### config.mk
export PLATFORM = sky130hd
export DESIGN_NAME = lcd_hd44780_responder
export DESIGN_NICKNAME = d
export VERILOG_FILES = /design/src/rtl/lcd_hd44780_responder.sv
export SDC_FILE = /design/constraint.sdc
export NUM_CORES = 1
export LEC_CHECK = 0
export ABC_CLOCK_PERIOD_IN_PS = 3200
export CAP_MARGIN = 20
export CORE_ASPECT_RATIO = 0.5
export CORE_MARGIN = 4
export CORE_UTILIZATION = 55
export DETAILED_ROUTE_END_ITERATION = 16
export PLACE_DENSITY = 0.74
export SLEW_MARGIN = 25
export SYNTH_ARGS = -nofsm -noshare
export SYNTH_HDL_FRONTEND = slang
export SYNTH_SLANG_ARGS = --single-unit
export TNS_END_PERCENT = 100
### constraint.sdc
create_clock -name clk -period 3.2 [get_ports clk]
set_clock_uncertainty 0.2 [all_clocks]
set_input_delay 0.32 -clock clk [delete_from_list [all_inputs] [get_ports clk]]
set_output_delay 0.32 -clock clk [all_outputs]
set_load 0.005 [all_outputs]
### src/rtl/lcd_hd44780_responder.sv
`default_nettype none
// ============================================================================
//  Module   : lcd_hd44780_responder
//  Purpose  : HD44780 character-LCD controller model answering the 8-bit
//             LCD bus: command decode, 80-byte DDRAM, AC, busy flag, reads.
//  Revision : 1.0  initial release
// ============================================================================
module lcd_hd44780_responder #(
    parameter int BUSY_CYCLES  = 2000,
    parameter int CLEAR_CYCLES = 82000
) (
    input  logic       clk,
    input  logic       rst,
    input  logic [7:0] LCD_DATA,
    input  logic       LCD_RS,
    input  logic       LCD_RW,
    input  logic       LCD_EN,
    output logic [7:0] lcd_dout,
    output logic       lcd_dout_oe,
    input  logic [6:0] rd_addr,
    output logic [7:0] rd_data,
    output logic       busy,
    output logic [6:0] ac,
    output logic       display_on,
    output logic       cursor_on,
    output logic       blink_on,
    output logic       cmd_strobe,
    output logic       data_strobe,
    output logic       err_busy_wr
);

    localparam int c_CNT_MAX = (CLEAR_CYCLES > BUSY_CYCLES) ? CLEAR_CYCLES : BUSY_CYCLES;
    localparam int c_CNT_W   = (c_CNT_MAX > 2) ? $clog2(c_CNT_MAX) : 1;

    localparam logic [1:0] c_S_FILL  = 2'd0;
    localparam logic [1:0] c_S_IDLE  = 2'd1;
    localparam logic [1:0] c_S_BUSY  = 2'd2;
    localparam logic [1:0] c_S_CLEAR = 2'd3;

    localparam logic [6:0] c_LAST_IDX = 7'd79;
    localparam logic [7:0] c_BLANK    = 8'h20;

    // DDRAM codes 0x00-0x27 map to 0-39, 0x40-0x67 map to 40-79
    function automatic logic [6:0] codeToIdx(input logic [6:0] code);
        return code[6] ? ({1'b0, code[5:0]} + 7'd40) : {1'b0, code[5:0]};
    endfunction

    function automatic logic codeValid(input logic [6:0] code);
        return code[5:0] < 6'd40;
    endfunction

    logic       r_enS1, r_enS2, r_enS3;
    logic       r_rsS1, r_rsS2, r_rwS1, r_rwS2;
    logic [7:0] r_dataS1, r_dataS2;

    logic [1:0]         r_state;
    logic [c_CNT_W-1:0] r_cnt;
    logic [6:0]         r_fillIdx;
    logic [6:0]         r_ac;
    logic               r_incr;
    logic               r_busy;
    logic               r_dispOn, r_cursOn, r_blinkOn;
    logic               r_cmdStrobe, r_dataStrobe, r_errBusyWr;
    logic [7:0]         r_lcdDout;
    logic               r_lcdDoutOe;
    logic [7:0]         r_rdData;

    logic [7:0] r_ddram [0:79];

    logic       w_fall, w_idle, w_wrCommit, w_acceptData, w_acceptCmd;
    logic       w_filling;
    logic [6:0] w_acIdx, w_acNext, w_rdIdx;
    logic       w_memWe;
    logic [6:0] w_memIdx;
    logic [7:0] w_memWdata;

    always_ff @(posedge clk or posedge rst) begin
        if (rst) begin
            r_enS1   <= 1'b0;
            r_enS2   <= 1'b0;
            r_enS3   <= 1'b0;
            r_rsS1   <= 1'b0;
            r_rsS2   <= 1'b0;
            r_rwS1   <= 1'b0;
            r_rwS2   <= 1'b0;
            r_dataS1 <= 8'h00;
            r_dataS2 <= 8'h00;
        end else begin
            r_enS1   <= LCD_EN;
            r_enS2   <= r_enS1;
            r_enS3   <= r_enS2;
            r_rsS1   <= LCD_RS;
            r_rsS2   <= r_rsS1;
            r_rwS1   <= LCD_RW;
            r_rwS2   <= r_rwS1;
            r_dataS1 <= LCD_DATA;
            r_dataS2 <= r_dataS1;
        end
    end

    assign w_fall       = !r_enS2 && r_enS3;
    assign w_idle       = (r_state == c_S_IDLE);
    assign w_wrCommit   = w_fall && !r_rwS2;
    assign w_acceptData = w_wrCommit && r_rsS2 && w_idle;
    assign w_acceptCmd  = w_wrCommit && !r_rsS2 && w_idle && (r_dataS2 != 8'h00);
    assign w_filling    = (r_state == c_S_FILL) || (r_state == c_S_CLEAR);
    assign w_acIdx      = codeToIdx(r_ac);
    assign w_rdIdx      = codeToIdx(rd_addr);

    always_comb begin
        w_acNext = r_ac;
        if (r_incr) begin
            if (r_ac == 7'h27)      w_acNext = 7'h40;
            else if (r_ac == 7'h67) w_acNext = 7'h00;
            else                    w_acNext = r_ac + 7'd1;
        end else begin
            if (r_ac == 7'h00)      w_acNext = 7'h67;
            else if (r_ac == 7'h40) w_acNext = 7'h27;
            else                    w_acNext = r_ac - 7'd1;
        end
    end

    // Single write port shared by the blanking sweep and data writes
    assign w_memWe    = w_filling || w_acceptData;
    assign w_memIdx   = w_filling ? r_fillIdx : w_acIdx;
    assign w_memWdata = w_filling ? c_BLANK : r_dataS2;

    always_ff @(posedge clk) begin
        if (w_memWe) r_ddram[w_memIdx] <= w_memWdata;
    end

    always_ff @(posedge clk or posedge rst) begin
        if (rst) begin
            r_state      <= c_S_FILL;
            r_cnt        <= '0;
            r_fillIdx    <= 7'd0;
            r_ac         <= 7'd0;
            r_incr       <= 1'b1;
            r_busy       <= 1'b0;
            r_dispOn     <= 1'b0;
            r_cursOn     <= 1'b0;
            r_blinkOn    <= 1'b0;
            r_cmdStrobe  <= 1'b0;
            r_dataStrobe <= 1'b0;
            r_errBusyWr  <= 1'b0;
        end else begin
            r_cmdStrobe  <= 1'b0;
            r_dataStrobe <= 1'b0;
            if (w_wrCommit && !w_idle) r_errBusyWr <= 1'b1;

            case (r_state)
                c_S_FILL: begin
                    r_busy <= 1'b1;
                    if (r_fillIdx == c_LAST_IDX) begin
                        r_fillIdx <= 7'd0;
                        r_state   <= c_S_IDLE;
                    end else begin
                        r_fillIdx <= r_fillIdx + 7'd1;
                    end
                end

                c_S_IDLE: begin
                    r_busy <= 1'b0;
                    if (w_acceptData) begin
                        r_ac         <= w_acNext;
                        r_dataStrobe <= 1'b1;
                        r_state      <= c_S_BUSY;
                        r_cnt        <= c_CNT_W'(BUSY_CYCLES - 1);
                        r_busy       <= 1'b1;
                    end else if (w_acceptCmd) begin
                        r_cmdStrobe <= 1'b1;
                        r_state     <= c_S_BUSY;
                        r_cnt       <= c_CNT_W'(BUSY_CYCLES - 1);
                        r_busy      <= 1'b1;
                        casez (r_dataS2)
                            8'b1???????: r_ac <= codeValid(r_dataS2[6:0]) ? r_dataS2[6:0] : 7'h00;
                            8'b00001???: begin
                                r_dispOn  <= r_dataS2[2];
                                r_cursOn  <= r_dataS2[1];
                                r_blinkOn <= r_dataS2[0];
                            end
                            8'b000001??: r_incr <= r_dataS2[1];
                            8'b0000001?: r_ac <= 7'h00;
                            8'b00000001: begin
                                r_state   <= c_S_CLEAR;
                                r_cnt     <= c_CNT_W'(CLEAR_CYCLES - 1);
                                r_fillIdx <= 7'd0;
                            end
                            default: ;
                        endcase
                    end else if (w_fall && r_rwS2 && r_rsS2) begin
                        r_ac <= w_acNext;
                    end
                end

                c_S_BUSY: begin
                    if (r_cnt == '0) begin
                        r_state <= c_S_IDLE;
                        r_busy  <= 1'b0;
                    end else begin
                        r_cnt <= r_cnt - 1'b1;
                    end
                end

                default: begin
                    r_busy <= 1'b1;
                    if (r_fillIdx == c_LAST_IDX) begin
                        r_fillIdx <= 7'd0;
                        r_ac      <= 7'h00;
                        r_incr    <= 1'b1;
                        if (r_cnt == '0) begin
                            r_state <= c_S_IDLE;
                            r_busy  <= 1'b0;
                        end else begin
                            r_state <= c_S_BUSY;
                            r_cnt   <= r_cnt - 1'b1;
                        end
                    end else begin
                        r_fillIdx <= r_fillIdx + 7'd1;
                        r_cnt     <= r_cnt - 1'b1;
                    end
                end
            endcase
        end
    end

    // Mirror port yields to any DDRAM write in the same cycle
    always_ff @(posedge clk or posedge rst) begin
        if (rst) begin
            r_rdData    <= 8'h00;
            r_lcdDout   <= 8'h00;
            r_lcdDoutOe <= 1'b0;
        end else begin
            if (!w_memWe) r_rdData <= codeValid(rd_addr) ? r_ddram[w_rdIdx] : c_BLANK;
            if (r_enS2 && r_rwS2) begin
                r_lcdDoutOe <= 1'b1;
                r_lcdDout   <= r_rsS2 ? r_ddram[w_acIdx] : {r_busy, r_ac};
            end else begin
                r_lcdDoutOe <= 1'b0;
            end
        end
    end

    assign lcd_dout    = r_lcdDout;
    assign lcd_dout_oe = r_lcdDoutOe;
    assign rd_data     = r_rdData;
    assign busy        = r_busy;
    assign ac          = r_ac;
    assign display_on  = r_dispOn;
    assign cursor_on   = r_cursOn;
    assign blink_on    = r_blinkOn;
    assign cmd_strobe  = r_cmdStrobe;
    assign data_strobe = r_dataStrobe;
    assign err_busy_wr = r_errBusyWr;

endmodule
`default_nettype wire
# ---- Yosys cells after proc, flatten, opt, wreduce, memory -nomap -nowiden
# Memory sizes are Yosys's and may differ from the RTL's.
# Cells that the tools add are included.
dict set report classes {
  n_lt_le_gt_ge 2
  reduce_logical 30
  n_addsub 6
  muxes 55
  eq_ne 20
  bitwise_logic 4
}
# operator count
set op_table {}
lappend op_table {{$mux 7} 17}
lappend op_table {{$mux 17} 5}
lappend op_table {{$pmux 17 s3} 1}
lappend op_table {{$pmux 7 s2} 3}
lappend op_table {{$mux 8} 3}
lappend op_table {{$eq 7x7->1 const B} 3}
lappend op_table {{$logic_not 17->1} 1}
lappend op_table {{$mux 1} 17}
lappend op_table {{$sub 17x1->17 const B} 1}
lappend op_table {{$reduce_and 4->1} 4}
lappend op_table {{$add 6x6->7 const B} 2}
lappend op_table {{$add 7x1->7 const B} 2}
lappend op_table {{$lt 6x6->1 const B} 2}
lappend op_table {{$mux 2} 6}
lappend op_table {{$logic_and 1x1->1} 11}
lappend op_table {{$eq 8x1->1 const B} 1}
lappend op_table {{$ne 2x1->1 const B} 4}
lappend op_table {{$reduce_bool 8->1} 1}
lappend op_table {{$eq 7x1->1 const B} 1}
lappend op_table {{$eq 7x6->1 const B} 1}
lappend op_table {{$logic_not 7->1} 1}
lappend op_table {{$sub 7x1->7 const B} 1}
lappend op_table {{$eq 6x1->1 const B} 1}
lappend op_table {{$pmux 2 s3} 1}
lappend op_table {{18 further kinds} 27}
dict set report word_totals {
  register_bits 81
  in_bits 20
  ram_bits 640
  word_cells 142
  out_inout_bits 31
  mem_count 1
}
# name depth word_bits read_ports rd_clocked_by_memory_dff wr line
set mem_list {}
lappend mem_list {r_ddram 80 8 2 0 1 68} ;# logic [7:0] r_ddram [0:79];

# ---- Longest topological paths before layout
dict set report depth {
  depth_word 9
  mapped_depth 14
}

# ---- Worst setup path before layout
# No wires, ideal clock.
dict set report synth_path {
  path_type {register -> register}
  from {register r_state[0]}
  to {memory r_ddram[0][0], data pin}
  required_ns 2.426
  setup_ns 0.574
  n_path_buf 0
  arrival_ns 2.714
  synth_period_minus_slack_ns 3.488
  setup_slack_ns -0.288
  path_stages_with_launch 5
  cell_sequence {dfrtp_1 > inv_1 > ha_1 > inv_1 > nor2_1}
}
dict set report synth_via {
  elab_chain_cells 3
}
# element line
set synth_lines {}
lappend synth_lines {{start: declaration} 56} ;# logic [1:0] r_state;
lappend synth_lines {{start signal: assignment} 134} ;# r_state <= c_S_FILL;
lappend synth_lines {{start signal: assignment} 156} ;# r_state <= c_S_IDLE;
lappend synth_lines {{start signal: assignment} 167} ;# r_state <= c_S_BUSY;
lappend synth_lines {{$eq 2x2->1 or $logic_not 2->1 (tied branches)} 106} ;# assign w_filling = (r_state == c_S_FILL) || (r_state == c_S_CLEAR);
lappend synth_lines {{$logic_or 1x1->1 (*)} 106}
lappend synth_lines {{$mux 8 (*)} 126} ;# assign w_memWdata = w_filling ? c_BLANK : r_dataS2;
lappend synth_lines {{via w_memWdata[0]} 75} ;# logic [7:0] w_memWdata;
lappend synth_lines {{end: declaration} 68}
# Mark *: on every way through the listed nets, which the timed path passes. The rest lies on a longest branch.

# ---- Final worst setup path
dict set report layout_path {
  from {register r_ac[4] (netlist: ac[4])}
  to {memory r_ddram[73][1], enable pin}
}
dict set report layout_via {
  elab_chain_cells 3
}
# element line
set layout_lines {}
lappend layout_lines {{start: declaration} 59} ;# logic [6:0] r_ac;
lappend layout_lines {{start signal: assignment} 165} ;# r_ac <= w_acNext;
lappend layout_lines {{start signal: assignment} 192} ;# r_ac <= w_acNext;
lappend layout_lines {{$add 6x6->7} 45} ;# return code[6] ? ({1'b0, code[5:0]} + 7'd40) : {1'b0, code[5:0]};
lappend layout_lines {{$mux 7 (*)} 45}
lappend layout_lines {{$mux 7 (*)} 125} ;# assign w_memIdx = w_filling ? r_fillIdx : w_acIdx;
# Every way passes the cells marked *; elsewhere a longest branch is shown, timed or not.

==> impl_metrics.ini <==
[timing]
drv_slew = 0
post-route-min-period_ns = 3.09
rsz0062_at_grt = no
tightestPinTransition_ns = 0.824
hold_viol_final = 0
max_freq_ghz = 0.324
period_share_pct = 96.4
setup-tns-final_ns = 0
setup_viol = 0
slew_headroom_pct = 45.1

[final_layout]
nets = 2507
fillCellCount = 4304
final_cells = 3349
syn_to_final_growth_pct = 15.3
drive_gt1_share_pct = 28.0

[place]
dp.final_hpwl_um = 76600
numPortBuffers = 50
dp.cells = 3224
place_congestion = 0.997

[critical_path]
r2r-start = ac[4]$_DFFE_PP0P_
reg2reg_depth = 8
cp_max_fo = 8
end_kind = register
rrSetupSlack_ns = 0.11
cp.arrival_ns = 3.21
cp-start-kind = register
r2r-end = r_ddram[73][1]$_DFFE_PP_
critical_path_required_ns = 3.33
path_class = register to register

[synth]
synthXorXnorAreaFrac_pct = 0.349
synthArstFlopShare_pct = 11.2
synthSimpleGateAreaFrac_pct = 6.52
yosysSeqAreaShare_pct = 61.1
syn-mean-instance-area_um2 = 15.6
synth_edf_count = 640
ys_ff_latch = 721
netlist.area_leader.share_pct = 55.3
synth_ff_type = edfxtp_1
synthDistinctLibCells = 79
synth_top_family_by_area = multiplexers
syn_nets = 2266
synth_most_common_cell = edfxtp_1
synth_cells = 2233
yosys.area_share.adder_pct = 0.468
synth-compound-area-share_pct = 7.82
synth.largest_area_cell = edfxtp_1
synth_commonest_cells = 640 x edfxtp_1, 262 x mux4_2, 167 x nor2_1
synth_area_leaders = edfxtp_1 55%, mux4_2 17%, dfrtp_1 5.8%, mux2i_1 3.0%, nor2_1 1.8%
synthMuxAreaShare_pct = 21.3
yosysWarningCount = 0
synth_area_um2 = 34800

[drt]
dr.pass1.iters = 6
drc = 0
via_per_inst = 7.14
drt-initial-drc-count = 4038
vias = 23912
ant_nets = 0
wl_per_cell_um = 33.3
wl_um = 111000

[global_route]
grt_max_degree = 81
use_met1_pct = 48.9
grt_pass1_wl_um = 161000
grt-busiest-layer = met1
antenna_found_initial = 6
use_met3_pct = 12.2
grt_pass1_vias = 22676
grt_use_met2_pct = 46.9
grt_usage_pct = 33.3
grt_overflow = 0

[hold_path]
min_from = r_dataS1[5]$_DFF_PP0_
hold_path_end = r_dataS2[5]$_DFF_PP0_
hold_depth = 0
hold_path_class = register to register

[outcome]
outcome = finished, final reports clean

[cts]
cts_setup_buffers = 0
clk_path_buf_depth = 3
clock_sinks = 721
h-tree-depth = 2
cts_buffers = 61
clockRootBuffer = clkbuf_16
cts_tree = yes
clk_latency_ns = 0.63
clk_pin_slew_worst_paths_ns = 0.07

[floorplan]
die_w_um = 364
fp.dieH_um = 186
row_count = 64
core-area_um2 = 61800
dieArea_um2 = 67600
io_pins = 51
start_util_pct = 56.3

[run]
maxCapViolCount = 0

[pwr]
power_density_nw_per_um2 = 450
ir_worst_vdd_mv = 0.388
power.leakage_uw = 0.0115
## cells in the final DEF (no fill, tap or decap), types with 13 or more instances in the layout
master / instances
buf_12: 31
a31oi_1: 23
o211ai_1: 22
clkdlybuf4s50_1: 47
mux2i_1: 105
clkinv_1: 17
mux4_2: 262
edfxtp_1: 640
nor3_1: 35
dfrtp_1: 77
a21oi_1: 68
nand2_1: 161
mux2_2: 40
o22ai_1: 29
clkbuf_1: 14
inv_1: 18
a22oi_1: 22
nor2_1: 166
buf_4: 248
o21ai_0: 83
or2_2: 15
a211oi_1: 22
o31ai_1: 19
nand3_1: 29
clkbuf_16: 61
a221oi_1: 35
ha_1: 13
## layer usage
metal  vias up  part of all wire, %
li1       9554                    -
met1     12162                   39
met2      1931                   42
met3       255                   16
met4        10                  3.5
met5         -                0.068
## layout make-up
cell class / instances / area, um^2 / share of cell area (%)
tap: 825 / 1030 / 2.57
clock buffer: 75 / 1580 / 3.94
antenna: 1 / 2.50 / 0.00624
inverter: 20 / 76.3 / 0.190
timing repair buffer: 340 / 3100 / 7.73
sequential: 721 / 21300 / 53.0
multi-input combinational: 1330 / 12700 / 31.8
clock inverter: 37 / 313 / 0.780
## stage by stage
stage | utilization (%) | cell area [um^2] | setup slack (ns) | total power, uW | hold WS [ns]
2_1_floorplan | - | 34800 | 0.0998 | 10700 | 0.131
3_3_place_gp | 61.6 | 38100 | -0.0444 | 10900 | 0.135
3_5_place_dp | 61.6 | 38100 | -0.0426 | 10900 | 0.136
4_1_cts | 64.8 | 40100 | 0.0154 | 18100 | 0.149
5_1_grt | 64.9 | 40100 | 0.0139 | 18600 | 0.158
6_report | 64.9 | 40100 | 0.115 | 18100 | 0.148
## registers in the layout, indices dropped and copies added (netlist names), 7 cells and up
register	flops
lcd_dout	8
rd_data	8
ac	7
r_cnt	17
r_fillIdx	7
r_dataS1	8
r_dataS2	8
r_ddram	640
## worst max-delay path, cell delays in order, from the launching register on
cell	delay, ns
dfrtp_1	0.47
inv_1	0.14
ha_1	0.32
nand2_1	0.11
and2_1	0.43
a31oi_1	0.26
or2_2	0.46
nor2_1	0.15
buf_4	0.22
## power by group
group	leakage (uW)	internal [uW]	switching [uW]	total [uW]
clock network	0.000925	3900	3390	7290
registers	0.00554	10100	25.9	10100
logic	0.00504	248	367	616
total	0.0115	14300	3780	18100
## what timing repair did
item / CTS / global route
setup endpoints to repair: 0 / 7
hold buffers: 12 / 0
gates resized for setup: 0 / 1
endpoints found under the hold margin: 43 / 0
## kinds of logic after synthesis
kind of cell / count (synthesis)
AND/OR/NAND/NOR: 494
adder cells (fa/ha/maj): 13
buffers and inverters: 182
XOR/XNOR: 13
AO/OA/AOI/OAI: 403
multiplexers: 407
flip-flops: 721
## how the worst max path moves through the flow
stage                            from                  endpoint  slack, ns  cells past startpoint
5_1_grt             ac[0]$_DFFE_PP0P_         ac[6]$_DFFE_PP0P_       0.01                     10
6_report            ac[4]$_DFFE_PP0P_  r_ddram[73][1]$_DFFE_PP_       0.11                      8
3_3_place_gp               rd_addr[3]    rd_data[7]$_DFFE_PP0N_      -0.04                      9
3_5_place_dp               rd_addr[3]    rd_data[7]$_DFFE_PP0N_      -0.04                      9
4_1_cts             ac[0]$_DFFE_PP0P_   lcd_dout[0]$_DFFE_PP0P_       0.02                      9
2_1_floorplan  r_state[0]$_DFFE_PP0P_   r_ddram[0][5]$_DFFE_PP_        0.1                      6
Note: power is estimated with default switching activity, not from simulation.
